### config.mk
export PLATFORM = sky130hd
export DESIGN_NAME = hbridge_pwm_driver
export DESIGN_NICKNAME = d
export VERILOG_FILES = /design/src/rtl/motor_pkg.sv /design/src/rtl/pwm_counter.sv /design/src/rtl/hbridge_pwm_driver.sv
export SDC_FILE = /design/constraint.sdc
export NUM_CORES = 1
export LEC_CHECK = 0
export CAP_MARGIN = 5
export CORE_UTILIZATION = 40
export DETAILED_ROUTE_END_ITERATION = 7
export REMOVE_ABC_BUFFERS = 1
export SKIP_LAST_GASP = 1
export SYNTH_ARGS = -nofsm -noshare
export SYNTH_HDL_FRONTEND = slang
export SYNTH_HIERARCHICAL = 1
export SYNTH_SLANG_ARGS = --single-unit
### constraint.sdc
create_clock -name clk -period 5.2 [get_ports clk]
set_clock_uncertainty 0.1 [all_clocks]
set_input_delay 1.04 -clock clk [delete_from_list [all_inputs] [get_ports clk]]
set_output_delay 1.04 -clock clk [all_outputs]
set_load 0.02 [all_outputs]
### src/rtl/motor_pkg.sv
// Shared types and helpers for the motor drive chain: FSM states, direction
// encoding, default counter width and duty sign/magnitude conversion.
package motor_pkg;

  typedef enum logic [1:0] {IDLE, RUN, DEAD, FAULT} state_t;

  localparam logic DIR_FWD = 1'b1;
  localparam logic DIR_REV = 1'b0;

  localparam int unsigned CNT_W_DEFAULT = 16;

  // |d| as 17-bit unsigned so that -32768 maps to 32768 without overflow.
  function automatic logic [16:0] duty_mag(input logic signed [15:0] d);
    logic [16:0] ext;
    ext = {d[15], d};
    return d[15] ? (~ext + 17'd1) : ext;
  endfunction

  function automatic logic [15:0] signed_duty(input logic [15:0] mag, input logic dir);
    return (dir == DIR_FWD) ? mag : (~mag + 16'd1);
  endfunction

endpackage

### src/rtl/pwm_counter.sv
// Edge-aligned PWM counter with shadow period register; flags the wrap point
// and emits a one-cycle period_start when a new period begins.
module pwm_counter import motor_pkg::*; #(
  parameter int unsigned CNT_W = CNT_W_DEFAULT
) (
  input  logic             clk,
  input  logic             rst_n,
  input  logic             run,
  input  logic             start,
  input  logic             defer,
  input  logic             restart,
  input  logic [CNT_W-1:0] period,
  output logic [CNT_W-1:0] cnt,
  output logic [CNT_W-1:0] period_sh,
  output logic             wrap,
  output logic             period_start
);

  logic at_end;

  // A zero shadow period counts as a wrap every cycle so a new period can load.
  assign at_end = (period_sh == '0) || (cnt == period_sh - CNT_W'(1));
  assign wrap   = run && at_end;

  always_ff @(posedge clk or negedge rst_n) begin
    if (!rst_n) begin
      cnt          <= '0;
      period_sh    <= '0;
      period_start <= 1'b0;
    end else begin
      cnt <= (run && !at_end) ? cnt + CNT_W'(1) : '0;
      if (start || wrap)
        period_sh <= period;
      period_start <= (wrap && (period_sh != '0) && !defer) || restart;
    end
  end

endmodule

### src/rtl/hbridge_pwm_driver.sv
// H-bridge PWM driver: double-buffered signed duty, dead-time on direction
// reversal and sticky fault shutdown, driving in1/in2 from registers.
module hbridge_pwm_driver import motor_pkg::*; #(
  parameter int unsigned DEADTIME_CYCLES = 100,
  parameter int unsigned CNT_W           = CNT_W_DEFAULT
) (
  input  logic               clk,
  input  logic               rst_n,
  input  logic               enable,
  input  logic signed [15:0] duty,
  input  logic               duty_valid,
  input  logic [CNT_W-1:0]   period,
  input  logic               fault,
  input  logic               fault_clr,
  output logic               in1,
  output logic               in2,
  output logic               dir,
  output logic               period_start,
  output logic signed [15:0] applied_duty,
  output logic               fault_latched
);

  localparam int unsigned DEAD_W = (DEADTIME_CYCLES > 1) ? $clog2(DEADTIME_CYCLES) : 1;

  state_t              state, state_n;
  logic [DEAD_W-1:0]   dead_cnt, dead_cnt_n;
  logic                pend_flag, pend_flag_n;
  logic signed [15:0]  duty_pend, duty_pend_n;
  logic [16:0]         mag, mag_n, hold_mag, hold_mag_n;
  logic                dir_n, hold_dir, hold_dir_n;
  logic signed [15:0]  applied_n;
  logic                fault_latched_n, in1_n, in2_n;

  logic                run, start, wrap, defer, restart, active, reversal;
  logic [CNT_W-1:0]    cnt, period_sh;
  logic                eff_valid, new_dir;
  logic signed [15:0]  eff_duty;
  logic [16:0]         raw_mag, new_mag;

  pwm_counter #(.CNT_W(CNT_W)) u_cnt (
    .clk          (clk),
    .rst_n        (rst_n),
    .run          (run),
    .start        (start),
    .defer        (defer),
    .restart      (restart),
    .period       (period),
    .cnt          (cnt),
    .period_sh    (period_sh),
    .wrap         (wrap),
    .period_start (period_start)
  );

  // A strobe landing on the apply cycle is used directly (bypasses the buffer).
  assign eff_valid = pend_flag || duty_valid;
  assign eff_duty  = duty_valid ? duty : duty_pend;
  assign raw_mag   = duty_mag(eff_duty);
  assign new_mag   = (32'(raw_mag) > 32'(period)) ? 17'(period) : raw_mag;
  assign new_dir   = eff_duty[15] ? DIR_REV : DIR_FWD;

  assign run    = (state == RUN)  && enable && !fault;
  assign start  = (state == IDLE) && enable && !fault;
  assign active = (period_sh != '0) && (32'(cnt) < 32'(mag));

  assign reversal = (start || wrap) && eff_valid && (new_mag != '0) && (mag != '0)
                    && (new_dir != dir) && (DEADTIME_CYCLES != 0);
  assign defer    = reversal;

  always_comb begin
    state_n         = state;
    dead_cnt_n      = dead_cnt;
    pend_flag_n     = pend_flag;
    duty_pend_n     = duty_pend;
    mag_n           = mag;
    dir_n           = dir;
    hold_mag_n      = hold_mag;
    hold_dir_n      = hold_dir;
    applied_n       = applied_duty;
    fault_latched_n = fault_latched;
    in1_n           = 1'b0;
    in2_n           = 1'b0;
    restart         = 1'b0;

    if (duty_valid) begin
      pend_flag_n = 1'b1;
      duty_pend_n = duty;
    end

    if (start || wrap) begin
      if (start)
        state_n = RUN;
      if (eff_valid) begin
        pend_flag_n = 1'b0;
        if (reversal) begin
          state_n    = DEAD;
          dead_cnt_n = '0;
          hold_mag_n = new_mag;
          hold_dir_n = new_dir;
        end else begin
          mag_n     = new_mag;
          if (new_mag != '0)
            dir_n = new_dir;
          applied_n = signed_duty(new_mag[15:0], new_dir);
        end
      end
    end

    case (state)
      RUN: begin
        if (run) begin
          in1_n = (dir == DIR_FWD) && active;
          in2_n = (dir == DIR_REV) && active;
        end
      end
      DEAD: begin
        if (dead_cnt == DEAD_W'(DEADTIME_CYCLES - 1)) begin
          state_n   = RUN;
          mag_n     = hold_mag;
          dir_n     = hold_dir;
          applied_n = signed_duty(hold_mag[15:0], hold_dir);
          restart   = 1'b1;
        end else begin
          dead_cnt_n = dead_cnt + DEAD_W'(1);
        end
      end
      FAULT: begin
        if (fault_clr && !fault) begin
          state_n         = IDLE;
          fault_latched_n = 1'b0;
        end
      end
      default: ;
    endcase

    if (((state == RUN) || (state == DEAD)) && !enable) begin
      state_n     = IDLE;
      pend_flag_n = 1'b0;
      mag_n       = '0;
      applied_n   = '0;
      restart     = 1'b0;
    end

    if (fault) begin
      state_n         = FAULT;
      fault_latched_n = 1'b1;
      pend_flag_n     = 1'b0;
      mag_n           = '0;
      applied_n       = '0;
      in1_n           = 1'b0;
      in2_n           = 1'b0;
      restart         = 1'b0;
    end
  end

  always_ff @(posedge clk or negedge rst_n) begin
    if (!rst_n) begin
      state         <= IDLE;
      dead_cnt      <= '0;
      pend_flag     <= 1'b0;
      duty_pend     <= '0;
      mag           <= '0;
      dir           <= 1'b0;
      hold_mag      <= '0;
      hold_dir      <= 1'b0;
      applied_duty  <= '0;
      fault_latched <= 1'b0;
      in1           <= 1'b0;
      in2           <= 1'b0;
    end else begin
      state         <= state_n;
      dead_cnt      <= dead_cnt_n;
      pend_flag     <= pend_flag_n;
      duty_pend     <= duty_pend_n;
      mag           <= mag_n;
      dir           <= dir_n;
      hold_mag      <= hold_mag_n;
      hold_dir      <= hold_dir_n;
      applied_duty  <= applied_n;
      fault_latched <= fault_latched_n;
      in1           <= in1_n;
      in2           <= in2_n;
    end
  end

endmodule

---- Word-level counts from Yosys, hierarchy flattened ----
Cells that the tools add are included.
cells by class
  add/sub/neg operators ................... 6
  multipliers ............................. 0
  div/mod/pow operators ................... 0
  order comparisons ....................... 2
  eq/ne operators ......................... 6
  shift-type cells ........................ 0
  mux-type cells .......................... 59
  bitwise operators ....................... 4
  reduce and logical (&&, ||, !) cells .... 35
operators with widths
  kind                                                 count
  2-to-1 mux 16 bit                                    11
  2-to-1 mux 17 bit                                    9
  adder 16 x 1 -> 16 bit (second input constant)       3
  2-to-1 mux 7 bit                                     5
  nonzero test 17 bit                                  2
  inverter 16 bit                                      2
  2-to-1 mux 1 bit                                     25
  adder 17 x 1 -> 17 bit (second input constant)       1
  > comparator 17 x 16 -> 1 bit                        1
  logical AND 1 bit                                    17
  less-than comparator 16 x 17 -> 1 bit                1
  inverter 17 bit                                      1
  == test 16 bit                                       1
  zero test 16 bit                                     1
  2-to-1 mux 2 bit                                     8
  nonzero test 16 bit                                  1
  subtractor 16 x 1 -> 16 bit (second input constant)  1
  adder 7 x 1 -> 7 bit (second input constant)         1
  == test 7 bit (second input constant)                1
  logical OR 1 bit                                     5
  == test 2 bit (second input constant)                2
  zero test 1 bit                                      4
  one-hot mux 2 bit (2 select lines)                   1
  nonzero test 2 bit                                   2
  6 further kinds                                      6
word-level totals
  flip-flop bits (word level) ............. 114
  bits in latches ......................... 0
  memory bits (writable) .................. 0
  bits in read-only memories .............. 0
  output and inout bits ................... 21
  word-level logic and storage cells ...... 127
  memories kept ........................... 0

---- Depth between registers and ports, before layout ----
Gate-level depths: netlist of run 1.
  depth in word-level cells ............... 17
  gate-level depth with buffers ........... 30

---- Hierarchy ----
Netlist of run 1, hierarchy kept.
modules (own cells, without submodules)
  module              instances  cells each  area each (µm²)  sequential area each (µm²)
  hbridge_pwm_driver  1          777         6,371.1          2,026.9
  pwm_counter         1          227         2,198.4          825.8

---- Least setup slack after synthesis of run 1 ----
No wires, ideal clock.
  kind .................................... input to register
  start point ............................. input port duty_valid
  end point ............................... register applied_duty[1]
  setup time .............................. 0.136 ns
  data arrival time ....................... 6.793 ns
  data required time ...................... 4.964 ns
  slack ................................... -1.829 ns
  cell stages on the path ................. 27
  cell sequence ........................... buf_6 > buf_2 > buf_4 > mux2_2 > inv_1 > ha_1 > nor4bb_1 > o2bb2a_2 > o21ai_0 > and2_1 > ha_1 > nand4_1 > or4_1 > o2111ai_1 > nand2_1 > clkbuf_1 > o21ai_0 > ha_1 > and3_1 > nand2_1 > nor4_1 > nand3_1 > and2_1 > a221oi_4 > buf_6 > mux2i_1 > a21oi_1
on the way
  word-level cells in the longest chain between the ends .. 17
  elaborated cells on any way between the ends .. 24
  classes of those cells .................. 2 x add/sub; 1 x order compare; 1 x eq/ne; 12 x mux; 2 x bitwise; 6 x reduce/logical
RTL lines
  what                                                             RTL line                   source
  start: declaration                                               hbridge_pwm_driver.sv:11   input logic duty_valid,
  branches (longest 11 deep; another with adder 17 x 1 -> 17 bit)  n/a
  2-to-1 mux 16 bit *                                              hbridge_pwm_driver.sv:92   if (eff_valid) begin
  2-to-1 mux 16 bit *                                              hbridge_pwm_driver.sv:89   if (start || wrap) begin
  2-to-1 mux 16 bit                                                hbridge_pwm_driver.sv:116  if (dead_cnt == DEAD_W'(DEADTIME_CYCLES - 1)) begin
  2-to-1 mux 16 bit *                                              hbridge_pwm_driver.sv:108  case (state)
  2-to-1 mux 16 bit *                                              hbridge_pwm_driver.sv:135  if (((state == RUN) || (state == DEAD)) && !enable) begin
  2-to-1 mux 16 bit *                                              hbridge_pwm_driver.sv:143  if (fault) begin
  net applied_n[1]                                                 hbridge_pwm_driver.sv:31   logic signed [15:0] applied_n;
  end signal: assignment                                           hbridge_pwm_driver.sv:178  applied_duty <= applied_n;
  end: declaration                                                 hbridge_pwm_driver.sv:19   output logic signed [15:0] applied_duty,
Mark *: on every way through the listed nets, which the timed path passes.
A chain may end at the register's enable or synchronous reset.

---- Final worst setup path of run 1 ----
  start point ............................. input port duty[13]
  end point ............................... register mag[6]
on the way
  word-level cells in the longest chain between the ends .. 17
RTL lines
  what                             RTL line                   source
  start: declaration               hbridge_pwm_driver.sv:10   input logic signed [15:0] duty,
  2-to-1 mux 16 bit *              n/a
  inverter 17 bit                  motor_pkg.sv:16            return d[15] ? (~ext + 17'd1) : ext;
  adder 17 x 1 -> 17 bit           motor_pkg.sv:16
  2-to-1 mux 17 bit *              motor_pkg.sv:16
  > comparator 17 x 16 -> 1 bit    hbridge_pwm_driver.sv:58   assign new_mag = (32'(raw_mag) > 32'(period)) ? 17'(period) : raw_mag;
  2-to-1 mux 17 bit *              hbridge_pwm_driver.sv:58
  nonzero test 17 bit              hbridge_pwm_driver.sv:65   assign reversal = (start || wrap) && eff_valid && (new_mag != '0) && (mag != '0)
  logical AND 1 bit (2 in series)  hbridge_pwm_driver.sv:65
  logical AND 1 bit                hbridge_pwm_driver.sv:66   && (new_dir != dir) && (DEADTIME_CYCLES != 0);
  2-to-1 mux 17 bit *              hbridge_pwm_driver.sv:94   if (reversal) begin
  2-to-1 mux 17 bit *              hbridge_pwm_driver.sv:92
  2-to-1 mux 17 bit *              hbridge_pwm_driver.sv:89
  2-to-1 mux 17 bit                hbridge_pwm_driver.sv:116
  2-to-1 mux 17 bit *              hbridge_pwm_driver.sv:108
  2-to-1 mux 17 bit *              hbridge_pwm_driver.sv:135
  2-to-1 mux 17 bit *              hbridge_pwm_driver.sv:143
  net mag_n[6]                     hbridge_pwm_driver.sv:29   logic [16:0] mag, mag_n, hold_mag, hold_mag_n;
  end signal: assignment           hbridge_pwm_driver.sv:174  mag <= mag_n;
  end: declaration                 hbridge_pwm_driver.sv:29
Mark *: on every way through the listed nets, which the timed path passes. The rest lies on a longest branch.

==> results.sh, run 1 <==
export IMPL_worst_pin_slew_ns=1.08
export IMPL_synth_seq_area_share=0.333
export IMPL_ff2ff_path_depth=24
export IMPL_worstSetupStartpointType="input pin"
export IMPL_timing_final_max_slew_violations=0
export IMPL_clock_sinks=114
export IMPL_max_slew_margin_rel=0.279
export IMPL_startpoint="duty[13]"
export IMPL_path_cells="clkdlybuf4s50_1 -> or4b_4 -> a21oi_4 -> o21a_1 -> o211ai_1 -> ha_1 -> nand3_2 -> or4_4 -> o2111ai_4 -> nand2_4 -> o21ai_4 -> ha_2 -> and3_4 -> nand2_2 -> nor4_2 -> nand3_1 -> and2_4 -> buf_6 -> a221oi_4 -> buf_6 -> buf_8 -> nor2_2 -> a21oi_1 -> o21ai_1"
export IMPL_firstDrtPassIters=8
export IMPL_path_buf_inv=4
export IMPL_synth_edff_count=0
export IMPL_grt_pass1_wl_mm=45.3
export IMPL_r2r_start="duty_pend[1]"
export IMPL_first_global_vias=8536
export IMPL_finalCritPeriodShare=1.13
export IMPL_min_from="hold_mag[16]"
export IMPL_fillerInstances=1801
export IMPL_violations="DRC, setup timing"
export IMPL_synthArstFlopShare=1.00
export IMPL_cp_common_cell="buf_6"
export IMPL_ir_drop_mv=0.204
export IMPL_dp_cells=1457
export IMPL_cp_slowest_stage_delay_ns=0.57
export IMPL_place_ws_ns=-1.54
export IMPL_drtIter0Drc=527
export IMPL_hold_class="flop to flop"
export IMPL_crit_family="simple AND/OR/NAND/NOR gates"
export IMPL_core_sq_um=21000
export IMPL_setup_viol=62
export IMPL_track_usage=0.266
export IMPL_netlist_area_sq_um=8570
export IMPL_post_dp_hpwl_mm=20.5
export IMPL_p_per_area_nw_per_um2=329
export IMPL_start_util=0.408
export IMPL_place_area_sq_um=10500
export IMPL_cts_path_max_buffers=2
export IMPL_antennaDiodeCount=0
export IMPL_gr_usage_met1=0.358
export IMPL_vias=8678
export IMPL_max_freq_ghz=0.170
export IMPL_finalHoldViolations=0
export IMPL_cp_max_fo=8
export IMPL_routed_via_density=5.65
export IMPL_dieWidth_um=148
export IMPL_fp_row_count=53
export IMPL_wirelength_mm=28.7
export IMPL_cp_end_kind="flop"
export IMPL_multi_input_area_sq_um=5990
export IMPL_drive_gt1_frac=0.332
export IMPL_tritoncts="done"
export IMPL_clk_latency_ns=0.43
export IMPL_crit_arrival_ns=6.08
export IMPL_syn_inst=1004
export IMPL_hold_depth=1
export IMPL_worst_slack_ns=-0.696
export IMPL_numCtsBuffers=17
export IMPL_status="complete, but fails checks"
export IMPL_critical_path_class="input pin to flop"
export IMPL_die_h_um=148
export IMPL_rrSetupSlack_ns=-0.37
export IMPL_slowest_stage="or4b_4"
export IMPL_wl_per_cell_um=18.7
export IMPL_grt_util_met3=0.0383
export IMPL_fin_cells=1536
export IMPL_maxCapViolCount=0
export IMPL_busiest_layer="met2"
export IMPL_r2r_end="mag[6]"
export IMPL_clock_root_buffer="clkbuf_16"
export IMPL_io_buffers=58
export IMPL_whs_ns=0.408
export IMPL_die_area_sq_um=22000
export IMPL_layout_min_cycle_time_ns=5.90
export IMPL_syn_avg_cell_area_sq_um=8.54
export IMPL_place_gp_congestion=0.923
export IMPL_synthDistinctLibCells=90
export IMPL_h_tree_depth=4
export IMPL_seq_area_sq_um=2850
export IMPL_power_mw=4.08
export IMPL_clk_pin_slew_worst_paths_ns=0.06
export IMPL_synth_main_ff_cell="dfrtp_1"
export IMPL_required_ns=5.38
export IMPL_postLayoutCellArea_sq_um=12400
export IMPL_rsz0062_at_grt="yes"
export IMPL_io_pins=59
export IMPL_overflow=0
export IMPL_antenna_found_initial=0
export IMPL_nets=1328
export IMPL_yosys_warnings=6
export IMPL_synth_seq_cells=114
export IMPL_p_leak_nw=5.46
export IMPL_use_met2=0.439
export IMPL_final_util=0.589
export IMPL_grt_max_degree=54
export IMPL_drtAntennaViolNets=0
export IMPL_holdPathEnd="hold_mag[16]"
export IMPL_drcViolationCount=3
export IMPL_synthToLayoutAreaGrowth_pct=44.5
export IMPL_tns_ns=-33.58
## layout by cell type, fill, tap and decap left out, types with 12 or more instances in the layout
master	n
nor2b_1	12
a21o_1	14
a21oi_2	27
inv_1	60
buf_6	21
buf_4	183
mux2i_1	14
nand2_2	13
xnor2_1	51
xor2_1	28
clkbuf_16	17
nor3_1	37
clkdlybuf4s50_1	49
nor4_1	20
a21oi_1	44
nand2_1	51
o21ai_0	39
nand3_1	40
dfrtp_1	114
ha_1	39
nand4_1	22
o21ai_1	25
nor2_1	71
nor2_4	15
## synth_stat cells (all sizes together) (17+ instances only)
library cell | n | area (sq um)
a21oi | 75 | 383
buf | 19 | 140
clkbuf | 28 | 105
dfrtp | 114 | 2850
ha | 42 | 526
inv | 63 | 236
mux2 | 19 | 214
mux2i | 17 | 174
nand2 | 67 | 251
nand3 | 44 | 220
nand4 | 22 | 138
nor2 | 93 | 352
nor3 | 42 | 215
nor4 | 23 | 165
o21ai | 75 | 387
xnor2 | 54 | 473
xor2 | 28 | 245
## cell type report
class / count / share of cell area
clock inverters: 12 / 0.0108
repair buffers: 272 / 0.191
flip-flops and latches: 114 / 0.230
well taps: 275 / 0.0278
multi-input cells: 780 / 0.484
clock buffers: 20 / 0.0361
inverters: 63 / 0.0195
## how the worst max path moves through the flow
stage / cells past startpoint / endpoint
global route: 26 / applied_duty[5]
global placement: 25 / applied_duty[1]
floorplan: 20 / applied_duty[1]
CTS: 26 / applied_duty[5]
detailed placement: 26 / mag[14]
finish: 24 / mag[6]
## layer usage
metal | up-vias | routed length, um
li1 | 4102 | -
met1 | 4231 | 12700
met2 | 281 | 13800
met3 | 64 | 1500
met4 | 0 | 825
met5 | - | 0
## worst reg2reg max path: cells and delay by family, from the launching register on
family | cells | cell delay, ns
simple gates | 10 | 2.14
fa+ha+maj | 2 | 0.51
xor+xnor | 1 | 0.13
buf+inv | 4 | 0.55
flops | 1 | 0.40
compound gates | 7 | 1.57
## registers in the layout (all words and copies together) (netlist names), 2 cells and up
register,flops
applied_duty,16
dead_cnt,7
duty_pend,16
hold_mag,17
mag,17
state,2
u_cnt/cnt,16
u_cnt/period_sh,16
## where the power goes
part | total (mW) | switching [mW] | leakage [nW] | internal (mW)
registers | 1.22 | 0.215 | 1.50 | 1.00
logic | 1.69 | 0.912 | 3.68 | 0.777
clock network | 1.17 | 0.453 | 0.280 | 0.719
## repair_timing
action                                 CTS  global route
setup endpoints to repair               62            62
gates cloned                             3             0
pin swaps                               62            41
gates resized for setup                161            94
setup buffers                           33            13
endpoints found under the hold margin    0             0
hold buffers                             0             0
## cells by family (layout without fill, tap and decap cells)
family / count (synthesis) / in the layout / share of synthesized area
flip-flops: 114 / 114 / 0.333
buffers and inverters: 110 / 367 / 0.0562
XOR/XNOR: 82 / 82 / 0.0838
adder cells (fa/ha/maj): 42 / 42 / 0.0613
AO/OA/AOI/OAI: 252 / 252 / 0.198
multiplexers: 36 / 36 / 0.0453
AND/OR/NAND/NOR: 368 / 368 / 0.222
Power figures use the tool's default switching activity.
==> run 2, diff against run 1 <==
Settings changed: RECOVER_POWER from default to 50, SETUP_SLACK_MARGIN from default to 0.4, SKIP_CTS_REPAIR_TIMING from default to 1.
==> run 2 against run 1 <==
Compared with the run above: the flow still finishes with violations (DRC, setup timing); power down 1.7%; clock power about the same; core utilization down 2.8 points; first-iteration DRC count up 19%; via count down 1.9%; count of clock-buffer cells in the layout unchanged; cell count down 1.8%; critical path type unchanged; highest routed layer unchanged.
==> results.sh, run 2 (same netlist as run 1, synthesis figures left out) <==
export IMPL_grt_pass1_wl_mm=43.0
export IMPL_wl_per_cell_um=18.5
export IMPL_worstSetupStartpointType="input pin"
export IMPL_timing_final_max_slew_violations=0
export IMPL_finalHoldViolations=0
export IMPL_rrSetupSlack_ns=-0.22
export IMPL_setup_viol=62
export IMPL_antennaDiodeCount=0
export IMPL_drtAntennaViolNets=0
export IMPL_numCtsBuffers=17
export IMPL_dieWidth_um=148
export IMPL_routed_via_density=5.65
export IMPL_whs_ns=0.391
export IMPL_vias=8515
export IMPL_core_sq_um=21000
export IMPL_rsz0062_at_grt="yes"
export IMPL_max_freq_ghz=0.172
export IMPL_wirelength_mm=27.9
export IMPL_status="complete, but fails checks"
export IMPL_power_frac_seq=0.303
export IMPL_clk_latency_ns=0.43
export IMPL_firstDrtPassIters=7
export IMPL_nets=1300
export IMPL_clock_sinks=114
export IMPL_required_ns=5.46
export IMPL_seq_area_sq_um=2850
export IMPL_io_buffers=58
export IMPL_place_gp_congestion=0.923
export IMPL_maxCapViolCount=0
export IMPL_start_util=0.408
export IMPL_drtIter0Drc=628
export IMPL_overflow=0
export IMPL_cp_max_fo=9
export IMPL_p_sw_frac=0.385
export IMPL_crit_arrival_ns=6.09
export IMPL_slowest_stage="or4_4"
export IMPL_final_cell_mix="buf_4, dfrtp_1, nor2_1"
export IMPL_die_h_um=148
export IMPL_post_dp_hpwl_mm=20.5
export IMPL_power_mw=4.01
export IMPL_max_slew_margin_rel=0.324
export IMPL_fp_row_count=53
export IMPL_worst_slack_ns=-0.621
export IMPL_io_pins=59
export IMPL_synthToLayoutAreaGrowth_pct=37.7
export IMPL_cp_slowest_stage_delay_ns=0.59
export IMPL_die_area_sq_um=22000
export IMPL_first_global_vias=8040
export IMPL_cp_common_cell="and2_4"
export IMPL_finalCritPeriodShare=1.12
export IMPL_path_buf_inv=4
export IMPL_worst_pin_slew_ns=1.01
export IMPL_violations="DRC, setup timing"
export IMPL_layout_min_cycle_time_ns=5.82
export IMPL_clk_pin_slew_worst_paths_ns=0.06
export IMPL_power_switching_mw=1.54
export IMPL_cp_end_kind="flop"
export IMPL_fillerInstances=1898
export IMPL_h_tree_depth=4
export IMPL_tns_ns=-32.43
export IMPL_drive_gt1_frac=0.277
export IMPL_power_frac_clock=0.292
export IMPL_layout_commonest_cell="buf_4"
export IMPL_multi_input_area_sq_um=5700
export IMPL_grt_max_degree=54
export IMPL_critical_path_class="input pin to flop"
export IMPL_ir_drop_mv=0.200
export IMPL_power_frac_comb=0.405
export IMPL_intPower_mw=2.46
export IMPL_crit_family="simple AND/OR/NAND/NOR gates"
export IMPL_reg_top3="hold_mag (17), mag (17)"
export IMPL_tritoncts="done"
export IMPL_antenna_found_initial=0
export IMPL_p_per_area_nw_per_um2=340
export IMPL_drcViolationCount=3
export IMPL_p_leak_nw=5.27
export IMPL_hold_class="flop to flop"
export IMPL_cts_path_max_buffers=2
export IMPL_clock_root_buffer="clkbuf_16"
export IMPL_track_usage=0.253
==> run 2: cell types whose count changed in the layout (fill, tap and decap cells not counted), sizes merged <==
cell / delta
clkbuf: +1
dlymetal6s2s: +7
dlygate4sd2: -3
clkdlybuf4s15: -1
clkdlybuf4s50: -1
buf: -31
==> run 2: worst paths after layout <==
check / from / end / cells after the start
min in group asynchronous: rst_n / u_cnt/period_sh[6] / 1
setup / recovery: duty_valid / applied_duty[13] / 25
hold / removal: hold_mag[16] / hold_mag[16] / 1
setup reg to reg: duty_pend[0] / applied_duty[13] / 24
hold reg to reg: hold_mag[16] / hold_mag[16] / 1
max in group asynchronous: rst_n / dead_cnt[4] / 2
==> run 2: worst register-to-register path: stages, from the launching register on <==
cell and delay [ns]:
dfrtp_1 0.38, mux2_4 0.30, inv_4 0.07, ha_4 0.17
nor4b_2 0.31, o2bb2a_4 0.18, o21ai_0 0.09, and2_4 0.17
ha_1 0.28, nand4_1 0.14, or4_4 0.59, o2111ai_4 0.25
nand2_4 0.13, a21oi_4 0.17, ha_2 0.19, and3_4 0.18
nand2_2 0.05, nor4_2 0.27, nand3_1 0.13, and2_4 0.19
a221o_1 0.37, buf_6 0.17, buf_4 0.14, nor2_2 0.19
a21o_1 0.15
==> run 2: power groups by stage <==
stage	registers [mW]	logic [mW]	clock network (mW)
final	1.21	1.62	1.17
after CTS	1.20	1.50	1.19
after detailed placement	1.22	1.49	0
after floorplan	1.16	0.953	0
after global placement	1.21	1.47	0
after global routing	1.23	1.77	1.22
==> run 2: stage by stage <==
stage	area [sq um]	std cells	setup WS [ns]	utilization
3_5_place_dp	10500	1457	-1.54	0.500
2_1_floorplan	8320	957	-2.30	-
3_3_place_gp	10500	1457	-1.43	0.500
4_1_cts	11100	1489	-1.12	0.528
6_report	11800	1508	-0.621	0.562
5_1_grt	11800	1508	-0.780	0.562
==> run 2: routing by layer <==
metal	global-route usage	wire length, um
met3	0.0451	1490
met5	0	0
met4	0.0716	523
met1	0.341	12600
met2	0.415	13300
==> run 2: final cells by class <==
type	instances	area share
Clock buffer	20	0.0378
Clock inverter	12	0.0113
Inverter	63	0.0205
Multi-Input combinational cell	780	0.483
Sequential cell	114	0.242
Tap cell	275	0.0291
Timing Repair Buffer	244	0.177
